[config.mk]
export PLATFORM = sky130hd
export DESIGN_NAME = ufm_req_arb_flat
export DESIGN_NICKNAME = d
export VERILOG_FILES = /design/src/rtl/ufm_req_arb_if.sv /design/src/rtl/ufm_req_arb.sv /design/src/flat_wrapper.sv
export SDC_FILE = /design/constraint.sdc
export NUM_CORES = 1
export LEC_CHECK = 0
export CAP_MARGIN = 5
export CORE_MARGIN = 2
export CORE_UTILIZATION = 39
export CTS_CLUSTER_DIAMETER = 150
export DETAILED_ROUTE_END_ITERATION = 7
export GPL_ROUTABILITY_DRIVEN = 0
export PLACE_DENSITY_LB_ADDON = 0.1
export RECOVER_POWER = 100
export SETUP_SLACK_MARGIN = 0.3
export SYNTH_ARGS = -nofsm -noshare
export SYNTH_HDL_FRONTEND = slang
export SYNTH_SLANG_ARGS = --single-unit
[constraint.sdc]
create_clock -name sync_clk -period 2.4 [get_ports sync_clk]
set_input_delay 0.24 -clock sync_clk [delete_from_list [all_inputs] [get_ports sync_clk]]
set_output_delay 0.24 -clock sync_clk [all_outputs]
set_load 0.02 [all_outputs]
[src/rtl/ufm_req_arb_if.sv]
// Handshake bundle between the requesters/UFM engine and the arbiter.
// The arbiter connects through the slave modport; whatever drives the
// requests and the engine status connects through the master modport.
interface ufm_req_arb_if #(
  parameter int NUM_REQ = 2
);
  logic [NUM_REQ-1:0] req_in;
  logic               ufm_busy;
  logic               ufm_done;
  logic               err_clr;
  logic [NUM_REQ-1:0] grant;
  logic               ufm_start;
  logic [NUM_REQ-1:0] ack;
  logic               timeout_err;

  modport slave (
    input  req_in, ufm_busy, ufm_done, err_clr,
    output grant, ufm_start, ack, timeout_err
  );

  modport master (
    output req_in, ufm_busy, ufm_done, err_clr,
    input  grant, ufm_start, ack, timeout_err
  );
endinterface

[src/rtl/ufm_req_arb.sv]
// Round-robin arbiter sharing one UFM page engine between NUM_REQ
// asynchronous four-phase requesters. Requests are double-flopped under
// the clock enable, the winner gets a one-cycle ufm_start, the engine's
// done pulse (or a timeout abort) turns into a level ack, and the grant
// is released once the winner drops its request.
module ufm_req_arb #(
  parameter int NUM_REQ = 2,
  parameter int CNT_W   = 10,
  parameter int TIMEOUT = 1000
) (
  input  logic            sync_clk,
  input  logic            sync_rst_n,
  input  logic            sync_clk_en,
  ufm_req_arb_if.slave    bus
);

  localparam int IW = (NUM_REQ > 1) ? $clog2(NUM_REQ) : 1;

  typedef enum logic [1:0] {
    IDLE      = 2'd0,
    WAIT_DONE = 2'd1,
    ACK       = 2'd2
  } state_t;

  state_t             r_state;
  logic [NUM_REQ-1:0] r_s0;
  logic [NUM_REQ-1:0] r_s1;
  logic [NUM_REQ-1:0] r_grant;
  logic [NUM_REQ-1:0] r_ack;
  logic               r_start;
  logic               r_err;
  logic               r_done_pend;
  logic [CNT_W-1:0]   r_cnt;
  logic [IW-1:0]      r_ptr;

  logic [IW-1:0]      w_winner;
  logic               w_found;
  int                 w_idx;
  logic               w_done_hit;
  logic               w_timeout;
  logic               w_leave_wait;

  // A done pulse seen now or remembered from a disabled edge both count.
  assign w_done_hit   = bus.ufm_done | r_done_pend;
  assign w_timeout    = (r_cnt == CNT_W'(TIMEOUT - 1));
  assign w_leave_wait = sync_clk_en && (r_state == WAIT_DONE) &&
                        (w_done_hit || w_timeout);

  // Two-stage synchronizer per request bit; stages hold while disabled.
  always_ff @(posedge sync_clk or negedge sync_rst_n) begin
    if (!sync_rst_n) begin
      r_s0 <= '0;
      r_s1 <= '0;
    end else if (sync_clk_en) begin
      r_s1 <= r_s0;
      r_s0 <= bus.req_in;
    end
  end

  // Round-robin search: first synchronized request after the last winner.
  always_comb begin
    w_winner = '0;
    w_found  = 1'b0;
    w_idx    = 0;
    for (int k = 1; k <= NUM_REQ; k++) begin
      w_idx = (int'(r_ptr) + k) % NUM_REQ;
      if (!w_found && r_s1[w_idx[IW-1:0]]) begin
        w_found  = 1'b1;
        w_winner = w_idx[IW-1:0];
      end
    end
  end

  // Catch done pulses on every edge so none are lost while disabled;
  // consuming the pulse when leaving WAIT_DONE takes priority so a stale
  // pending flag never completes the next transaction early.
  always_ff @(posedge sync_clk or negedge sync_rst_n) begin
    if (!sync_rst_n) begin
      r_done_pend <= 1'b0;
    end else if (w_leave_wait) begin
      r_done_pend <= 1'b0;
    end else if (bus.ufm_done) begin
      r_done_pend <= 1'b1;
    end
  end

  // Arbitration/handshake FSM; ufm_start and err_clr act on every edge,
  // everything else only on enabled edges. An abort set beats a clear.
  always_ff @(posedge sync_clk or negedge sync_rst_n) begin
    if (!sync_rst_n) begin
      r_state <= IDLE;
      r_grant <= '0;
      r_ack   <= '0;
      r_start <= 1'b0;
      r_err   <= 1'b0;
      r_cnt   <= '0;
      r_ptr   <= IW'(NUM_REQ - 1);
    end else begin
      r_start <= 1'b0;
      if (bus.err_clr) begin
        r_err <= 1'b0;
      end
      if (sync_clk_en) begin
        case (r_state)
          IDLE: begin
            if (w_found && !bus.ufm_busy) begin
              r_grant <= NUM_REQ'(1) << w_winner;
              r_ptr   <= w_winner;
              r_cnt   <= '0;
              r_start <= 1'b1;
              r_state <= WAIT_DONE;
            end
          end
          WAIT_DONE: begin
            if (w_done_hit) begin
              r_ack   <= r_grant;
              r_state <= ACK;
            end else if (w_timeout) begin
              r_ack   <= r_grant;
              r_err   <= 1'b1;
              r_state <= ACK;
            end else begin
              r_cnt <= r_cnt + 1'b1;
            end
          end
          ACK: begin
            if (!r_s1[r_ptr]) begin
              r_ack   <= '0;
              r_grant <= '0;
              r_state <= IDLE;
            end
          end
          default: begin
            r_state <= IDLE;
          end
        endcase
      end
    end
  end

  assign bus.grant       = r_grant;
  assign bus.ack         = r_ack;
  assign bus.ufm_start   = r_start;
  assign bus.timeout_err = r_err;

endmodule

[src/flat_wrapper.sv]
// flat-port wrapper written by rule: the top's interface ports become plain ports
module ufm_req_arb_flat 
#(
  parameter int NUM_REQ = 2,
  parameter int CNT_W   = 10,
  parameter int TIMEOUT = 1000
)
  (sync_clk, sync_rst_n, sync_clk_en, bus_req_in, bus_ufm_busy, bus_ufm_done, bus_err_clr, bus_grant, bus_ufm_start, bus_ack, bus_timeout_err);
  ufm_req_arb_if #(.NUM_REQ(NUM_REQ)) bus_i ();
  input  logic sync_clk;
  input  logic sync_rst_n;
  input  logic sync_clk_en;
  input wire logic [$bits(bus_i.req_in)-1:0] bus_req_in;
  input wire logic [$bits(bus_i.ufm_busy)-1:0] bus_ufm_busy;
  input wire logic [$bits(bus_i.ufm_done)-1:0] bus_ufm_done;
  input wire logic [$bits(bus_i.err_clr)-1:0] bus_err_clr;
  output wire logic [$bits(bus_i.grant)-1:0] bus_grant;
  output wire logic [$bits(bus_i.ufm_start)-1:0] bus_ufm_start;
  output wire logic [$bits(bus_i.ack)-1:0] bus_ack;
  output wire logic [$bits(bus_i.timeout_err)-1:0] bus_timeout_err;
  assign bus_i.req_in = bus_req_in;
  assign bus_i.ufm_busy = bus_ufm_busy;
  assign bus_i.ufm_done = bus_ufm_done;
  assign bus_i.err_clr = bus_err_clr;
  assign bus_grant = bus_i.grant;
  assign bus_ufm_start = bus_i.ufm_start;
  assign bus_ack = bus_i.ack;
  assign bus_timeout_err = bus_i.timeout_err;
  ufm_req_arb #(.NUM_REQ(NUM_REQ), .CNT_W(CNT_W), .TIMEOUT(TIMEOUT)) u_core (.sync_clk(sync_clk), .sync_rst_n(sync_rst_n), .sync_clk_en(sync_clk_en), .bus(bus_i));
endmodule
==> out/qor.yml <==
clock_network:
  cts_buffers: 3
  cts_root_buffer: "clkbuf_4"
  clkTransAtPathRegs_ns: 0.14
  cts_buffer_depth: 2
  cts_htree_levels: 1
  cts.sinks: 24
  cts_tree: "yes"
  clk_latency_ns: 0.32
  hold_buffers: 0
floorplan:
  initial_core_util_pct: 41.5
  std_cell_rows: 20
  die_h_um: 61.4
  io_pins: 14
  die_w_um: 61.4
  dieArea_um2: 3770
  coreArea_um2: 3100
hold_path:
  hold_end: "u_core.bus.timeout_err"
  min-delay-start: "bus_err_clr"
  hp-class: "in2reg"
  hold_depth: 2
pwr:
  ir_drop_mv: 0.393
  power.density_nw_per_um2: 944
  seqPwrFrac_pct: 39.1
  power.net_switching_uw: 512
  total_power_uw: 1420
  switching_share_pct: 36.0
  p_int_uw: 911
  p_leak_uw: 0.000661
  power_frac_clock_pct: 21.1
  combPwrFrac_pct: 39.8
detailed_routing:
  routed_wl_um: 2560
  first_iter_violations: 53
  route.detailed.drc: 0
  dr.pass1.iters: 4
  wire_per_inst_um: 14.0
  viasPerCell: 5.55
  ant_nets: 0
  vias: 1016
timing:
  slew-limit-headroom_pct: 13.2
  finalSetupViolCount: 0
  fin_crit_sh_pct: 83.1
  worst_pin_slew_ns: 1.30
  grt_setup_unrepaired: "no"
  drv_slew: 0
  fin_ws_ns: 0.406
  period_minus_slack_ns: 1.99
  skew_ns: 0.00144
  hold_viol: 0
  fin_tns_setup_ns: 0
  fmax_mhz: 502
setup_path:
  crit_fanout: 7
  r2r_end: "u_core.r_cnt[7]"
  path_class: "reg2reg"
  reg2reg_setup_slack_ns: 0.41
  worstPathCellList: "inv_1, ha_1, and3b_1, a31oi_1, nor3b_1, a221o_1"
  worstRegToRegCells: 6
  required_ns: 2.63
  critPathBufInv: 1
  slowest_delay_ns: 0.44
  crit_slowest_cell: "a31oi_1"
  critPathCaptureType: "flop"
  start_kind: "flop"
  crit_arrival_ns: 2.22
  worstReg2RegStart: "u_core.r_state[0]"
  cp_top_family: "compound AO/OA/AOI/OAI gates"
layout:
  layout_common_cells: "dfrtp_1 (23), a31oi_1 (11), mux2_2 (8), dlygate4sd3_1 (8)"
  post-route-util_pct: 48.5
  final-seq-area_um2: 602
  fin_nets: 153
  fill_cells: 308
  antennaDiodeCount: 0
  mostFrequentLayoutCell: "dfrtp_1"
  areaGrowthSynthToFinish_pct: 17.1
  drive_above_1_share_pct: 11.5
  multiInputGateArea_um2: 614
grt:
  grt_max_degree: 25
  track_usage_pct: 15.9
  antenna_found_initial: 0
  grt_pass1_vias: 948
  overflow: 0
  grt_pass1_wl_um: 4330
logic_synthesis:
  synth_cells: 122
  async_flop_share_pct: 100
  synth_seq_cells: 24
  synth-edff-count: 0
  postSynthAreaPerCell_um2: 10.5
  synth-main-ff-cell: "dfrtp_1"
  synthesis.nets: 135
  synth_cell_types: 38
  syn_area_um2: 1290
  seq_area_frac_synth_pct: 46.8
  ys_warn_count: 0
placed_design:
  dp_hpwl_um: 1880
  place_ws_ns: 0.346
  io_buffer_count: 13
status:
  outcome: "completed"
job:
  maxCapViolCount: 0
state kept, by name, indices dropped and copies added (netlist names):
signal	count
u_core.r_state	2
u_core.bus.timeout_err	1
u_core.bus.ack	2
u_core.r_s0	2
u_core.r_cnt	10
u_core.r_s1	2
u_core.bus.ufm_start	1
u_core.bus.grant	2
u_core.r_done_pend	1
u_core.r_ptr	1
how the worst max path moves through the flow:
stage                            from               to  slack [ns]  depth (start not counted)
floorplan           u_core.r_state[0]  u_core.r_cnt[7]        0.69                          6
global placement          sync_clk_en  u_core.r_cnt[7]        0.45                          5
detailed placement        sync_clk_en  u_core.r_cnt[7]        0.35                          5
CTS                 u_core.r_state[1]  u_core.r_cnt[7]        0.39                          6
global route        u_core.r_state[1]  u_core.r_cnt[7]        0.25                          6
finish              u_core.r_state[0]  u_core.r_cnt[7]        0.41                          6
power by group through the flow:
| stage | logic [uW] | clock network [uW] | registers [uW] |
|---|---|---|---|
| 2_1_floorplan | 382 | 0 | 596 |
| 3_3_place_gp | 590 | 0 | 564 |
| 3_5_place_dp | 608 | 0 | 568 |
| 4_1_cts | 610 | 310 | 559 |
| 5_1_grt | 632 | 328 | 570 |
| 6_report | 567 | 300 | 556 |
synthesized netlist by cell type, drive strengths merged (4+ instances only):
| library cell | n | area [um^2] |
|---|---|---|
| and3 | 6 | 37.5 |
| nand2 | 7 | 26.3 |
| a21oi | 4 | 35.0 |
| o21ai | 4 | 20.0 |
| a31oi | 11 | 68.8 |
| ha | 5 | 62.6 |
| mux2 | 8 | 90.1 |
| nand2b | 5 | 31.3 |
| inv | 7 | 26.3 |
| nand3 | 7 | 35.0 |
| dfrtp | 23 | 576 |
final cells by class:
| type | count | area share [%] |
|---|---|---|
| clock buffer | 3 | 1.50 |
| clock inverter | 1 | 1.99 |
| inverter | 7 | 1.74 |
| multi-input combinational | 86 | 40.8 |
| sequential | 24 | 40.0 |
| tap | 44 | 3.65 |
| timing repair buffer | 18 | 10.4 |
per-stage QoR:
stage	area (um^2)	hold slack, ns	std cells
floorplan	1290	-0.0556	122
global placement	1480	0.487	179
detailed placement	1480	0.494	179
CTS	1530	0.259	183
global route	1510	0.457	183
finish	1510	0.447	183
metal layers:
layer	routed length [um]	vias up	GRT usage, %
met3	84	5	2.52
li1	-	495	-
met5	0	-	0
met4	46	0	7.29
met1	1260	494	21.3
met2	1170	22	25.2
kinds of logic after synthesis:
kind of cell	after synthesis	share of synthesized area [%]
and+or+nand+nor	39	17.2
muxes	10	8.56
adders and majority gates	5	4.86
buffers and inverters	12	4.28
AOI/OAI and AO/OA	32	18.3
DFF	24	46.8
what timing repair did:
action                     4_1_cts  5_1_grt
buffers inserted                 0        0
gates resized for setup          0        1
setup endpoints to repair        0        8
(Power assumes the default switching activity.)
